<file path="src/rtl/systolic_tile_ctrl.sv">
// Per-tile sequencer for the weight-stationary systolic array.
// Optional DRAIN watchdog: define SYSTOLIC_TILE_CTRL_TIMEOUT_EN.
module systolic_tile_ctrl #(
  parameter int N     = 16,
  parameter int CNT_W = 16
) (
  input  logic             clk,
  input  logic             rst,
  input  logic             start_in,
  input  logic [CNT_W-1:0] col_size_in,
  input  logic [CNT_W-1:0] row_count_in,
  output logic             busy_out,
  output logic             done_out,
  output logic             err_out,
  output logic [CNT_W-1:0] ub_rd_col_size_out,
  output logic             ub_rd_col_size_valid_out,
  output logic             w_rd_en_out,
  output logic [CNT_W-1:0] w_rd_row_out,
  output logic [N-1:0]     sys_accept_w_out,
  output logic [N-1:0]     a_rd_en_out,
  output logic [CNT_W-1:0] stream_cycle_out,
  output logic [N-1:0]     sys_valid_out,
  output logic [N-1:0]     sys_switch_out,
  input  logic [N-1:0]     sys_valid_in
);

  localparam int CW = CNT_W + 1;

  typedef enum logic [2:0] {
    S_IDLE,
    S_CFG,
    S_LOAD_W,
    S_STREAM,
    S_DRAIN,
    S_DONE
  } state_t;

  state_t           state, state_d;
  logic [CNT_W-1:0] k_q, m_q;
  logic [CW-1:0]    cnt_q, res_q, res_next, last_t;
  logic             err_q, err_d;
  logic             cfg_ok, hit;

`ifdef SYSTOLIC_TILE_CTRL_TIMEOUT_EN
  logic [CW-1:0]    wd_q;
`endif

  assign cfg_ok = (col_size_in != '0)
               && (col_size_in <= CNT_W'(N))
               && (row_count_in != '0);

  assign last_t = CW'(m_q) + CW'(N) - CW'(2);

  // Only the rightmost active column reports tile results.
  always_comb begin
    hit = 1'b0;
    for (int j = 0; j < N; j++)
      if (k_q == CNT_W'(j + 1))
        hit = sys_valid_in[j];
  end

  assign res_next = res_q + CW'(hit);

  always_comb begin
    state_d = state;
    err_d   = 1'b0;
    unique case (state)
      S_IDLE: begin
        if (start_in && cfg_ok)
          state_d = S_CFG;
        else if (start_in)
          err_d = 1'b1;
      end
      S_CFG:
        state_d = S_LOAD_W;
      S_LOAD_W:
        if (cnt_q == CW'(N - 1))
          state_d = S_STREAM;
      S_STREAM:
        if (cnt_q == last_t)
          state_d = S_DRAIN;
      S_DRAIN: begin
        if (res_next >= CW'(m_q))
          state_d = S_DONE;
`ifdef SYSTOLIC_TILE_CTRL_TIMEOUT_EN
        else if (wd_q == CW'(4 * N - 1)) begin
          state_d = S_DONE;
          err_d   = 1'b1;
        end
`endif
      end
      S_DONE:
        state_d = S_IDLE;
      default:
        state_d = S_IDLE;
    endcase
  end

  always_ff @(posedge clk or negedge rst) begin
    if (!rst) begin
      state <= S_IDLE;
      k_q   <= '0;
      m_q   <= '0;
      cnt_q <= '0;
      res_q <= '0;
      err_q <= 1'b0;
    end else begin
      state <= state_d;
      err_q <= err_d;
      if (state == S_IDLE && start_in && cfg_ok) begin
        k_q <= col_size_in;
        m_q <= row_count_in;
      end
      if (state_d != state)
        cnt_q <= '0;
      else if (state == S_LOAD_W || state == S_STREAM)
        cnt_q <= cnt_q + CW'(1);
      if (state == S_CFG)
        res_q <= '0;
      else if (state == S_STREAM || state == S_DRAIN)
        res_q <= res_next;
    end
  end

`ifdef SYSTOLIC_TILE_CTRL_TIMEOUT_EN
  always_ff @(posedge clk or negedge rst) begin
    if (!rst)
      wd_q <= '0;
    else if (state == S_DRAIN)
      wd_q <= wd_q + CW'(1);
    else
      wd_q <= '0;
  end
`endif

  assign busy_out = (state != S_IDLE);
  assign done_out = (state == S_DONE);
  assign err_out  = err_q;

  assign ub_rd_col_size_valid_out = (state == S_CFG);
  assign ub_rd_col_size_out =
    (state == S_CFG) ? k_q : '0;

  assign w_rd_en_out  = (state == S_LOAD_W);
  assign w_rd_row_out =
    (state == S_LOAD_W) ? cnt_q[CNT_W-1:0] : '0;

  assign stream_cycle_out =
    (state == S_STREAM) ? cnt_q[CNT_W-1:0] : '0;

  // Row i sees M valids starting at t == i; switch marks the first.
  always_comb begin
    sys_accept_w_out = '0;
    sys_valid_out    = '0;
    sys_switch_out   = '0;
    for (int j = 0; j < N; j++) begin
      if (state == S_LOAD_W)
        sys_accept_w_out[j] = (CNT_W'(j) < k_q);
      if (state == S_STREAM) begin
        sys_valid_out[j] = (cnt_q >= CW'(j))
                        && (cnt_q < CW'(j) + CW'(m_q));
        sys_switch_out[j] = (cnt_q == CW'(j));
      end
    end
  end

  assign a_rd_en_out = sys_valid_out;

endmodule

</file>
<file path="config.mk">
export PLATFORM = sky130hd
export DESIGN_NAME = systolic_tile_ctrl
export DESIGN_NICKNAME = d
export VERILOG_FILES = /design/src/rtl/systolic_tile_ctrl.sv
export SDC_FILE = /design/constraint.sdc
export NUM_CORES = 1
export LEC_CHECK = 0
export ABC_AREA = 1
export BUFFER_PORTS_ARGS = -buffer_cell sky130_fd_sc_hd__buf_4
export CAP_MARGIN = 20
export CORE_ASPECT_RATIO = 0.5
export CORE_UTILIZATION = 58
export DETAILED_ROUTE_END_ITERATION = 6
export GPL_TIMING_DRIVEN = 0
export PLACE_DENSITY = 0.8
export SLEW_MARGIN = 20
export SYNTH_ARGS = -nofsm -noshare
export SYNTH_HDL_FRONTEND = slang
export SYNTH_SLANG_ARGS = --single-unit
</file>
<file path="constraint.sdc">
create_clock -name clk -period 12.4 [get_ports clk]
set_clock_uncertainty 0.05 [all_clocks]
set_input_delay 1.24 -clock clk [delete_from_list [all_inputs] [get_ports clk]]
set_output_delay 1.24 -clock clk [all_outputs]
set_load 0.02 [all_outputs]
</file>
==> out/metrics.cfg <==
[status]
outcome = finished clean

[logic_synthesis]
synth_ff_type = dfrtp_1
yosysTopAreaCell = ha_1
synthSimpleGateAreaFrac_pct = 26.1
synth_top_family_by_area = simple AND/OR/NAND/NOR gates
synth.distinct_cells = 47
ys_seq_area_share_pct = 13.1
ys_top_cells_by_area = ha_1 26%, dfrtp_1 13%, xor2_1 12%
synth-xor-area-share_pct = 12.1
avgSynthCellArea_um2 = 6.82
synth_cells = 1957
ys_seq_elements = 70
muxShareOfSynthArea_pct = 0.253
synth_compound_area_share_pct = 13.6
synth_edf_count = 0
async_flop_share_pct = 100
yosysTopAreaCellShare_pct = 25.6
yosys_warnings = 0
syn-cell-area_mm2 = 0.0133
synth_nets = 2281
synth_adder_area_share_pct = 25.6

[finish]
final_nets = 2459
diodes = 0
drive_gt1_share_pct = 11.3
areaGrowthSynthToFinish_pct = 14.5
final_cell_mix = 352 x nand2_1, 273 x ha_1, 232 x nor2_1, 208 x inv_1, 185 x buf_4
fin_cells = 2440
layout_commonest_cell = nand2_1

[worst_setup_path]
reg2reg_from = m_q[2]
path_class = reg -> out
cp-startpoint = m_q[2]
crit_required_ps = 11110
crit_end = sys_valid_out[14]
cp_max_fo = 16
endpoint_kind = output port
arrival_ps = 5710
r2r_cells = 17
rr_endpoint = cnt_q[7]
r2r_slack_ps = 6660
crit_path_start_kind = flop

[clock_tree]
ctsResizeCount = 0
htree_num_levels = 3
cts.path.max_buffers = 2
worstSkewPairLatency_ps = 340
cts_setup_buffers = 0
clock-sinks = 70
hold_buffers = 0
clk_pin_slew_worst_paths_ps = 60
cts_tree = built
cts_root_buf = clkbuf_16
cts_buffers = 9

[min_path]
hold_path_class = reg -> reg
hp-start = k_q[14]

[power]
cellPowerDensity_mw_per_mm2 = 33.5
irDropWorstVdd_mv = 0.0679
power.total_w = 0.000511
leakage_nw = 8.57

[die]
io_pins = 168
rows = 38
dieArea_mm2 = 0.0237
die_y_um = 109
start_util_pct = 60.3
core_mm2 = 0.0221
die_w_um = 216

[timing]
finalSetupTns_ps = 0
worst-slew-pin-transition_ps = 1210
fmax_mhz = 143
fin_hold_ws_ps = 452
hold_viol_final = 0
maxSlewViolCount = 0
fin_crit_ps = 7000
maxSlewHeadroom_pct = 19.6
setup_ws_ps = 5400
finalCritPeriodShare_pct = 56.5
setup_viol = 0
rsz0062_at_grt = false

[grt]
gr-total-overflow = 0
grt_pass1_vias = 13400
grt_pass1_wl_um = 71100
antenna_found_initial = 0
track_usage_pct = 38.8
grt_max_degree = 71

[placed_design]
post-place-ws_ps = 5970
dp_hpwl_um = 36500
globalplace.congestion = 1.14
io_buffers = 167
place_inst = 2424

[routing]
drc_errors = 0
via_count = 14500
wl_per_cell_um = 18.8
postRouteAntennaNets = 0
viasPerCell = 5.95
wl_um = 45900
drt_first_iter_violations = 1487
firstDrtPassIters = 7

[run]
max-cap-violations = 0

metrics by stage:
stage / area [um^2] / utilization, %
floorplan: 13300 / -
detailed placement: 15000 / 67.7
CTS: 15300 / 69.1
global route: 15300 / 69.1
finish: 15300 / 69.1
global placement: 15000 / 67.7
routing by layer:
metal | part of all wire (%) | up-vias | GRT usage [%]
met1 | 42 | 6588 | 50.9
met2 | 42 | 827 | 61.6
met3 | 11 | 158 | 8.37
met5 | 0 | - | 0
met4 | 4.0 | 0 | 17.0
li1 | - | 6941 | -
sequential cells by signal, summed over array words and instances, names as in the netlist:
signal   cells
cnt_q       17
res_q       17
k_q         16
m_q         16
state        3
err_out      1
worst min-delay path by stage:
stage | to | slack (ps) | depth (start not counted)
6_report | k_q[14] | 450 | 2
5_1_grt | k_q[6] | 480 | 2
4_1_cts | k_q[5] | 450 | 2
3_5_place_dp | k_q[5] | 430 | 2
3_3_place_gp | k_q[14] | 420 | 2
2_1_floorplan | k_q[11] | 410 | 2
cell usage after synthesis, drive strengths merged, types with 35 or more instances:
| library cell | number |
|---|---|
| dfrtp | 70 |
| nand2 | 353 |
| ha | 273 |
| o21ai | 96 |
| nor3 | 40 |
| inv | 220 |
| nand4 | 72 |
| nor2 | 240 |
| clkbuf | 35 |
| nand3 | 60 |
| xor2 | 180 |
| a21oi | 149 |
| buf | 37 |
power breakdown:
part | switching, W | internal, W
registers | 0 | 0.000228
clock network | 0.000105 | 0.000158
logic | 0.00000889 | 0.0000105
total | 0.000114 | 0.000397
layout make-up:
cell class	count	area, um^2
Clock buffer	9	225
Buffer	72	362
Multi-Input combinational cell	1582	10400
Fill cell	2007	6830
Sequential cell	70	1750
Clock inverter	7	78.8
Tap cell	300	375
Inverter	233	875
Timing Repair Buffer	167	1250
cells by family after synthesis:
kind of cell | after synthesis
xor gates and xnor gates | 184
muxes | 3
DFF | 70
AOI/OAI and AO/OA | 323
adders and majority gates | 273
and+or+nand+nor | 799
buffers and inverters | 305
worst max-delay path, stage by stage (launching register included):
cell	delay, ps
dfrtp_1	500
clkbuf_1	440
clkinv_1	710
ha_1	530
o21ai_0	830
nand2_1	200
xor2_1	270
ha_1	270
nand2_1	110
o21ai_0	90
a21oi_1	130
o21ai_0	100
a2111oi_0	830
buf_4	230
buf_4	130
No activity file was read; power rests on OpenSTA's default activity.
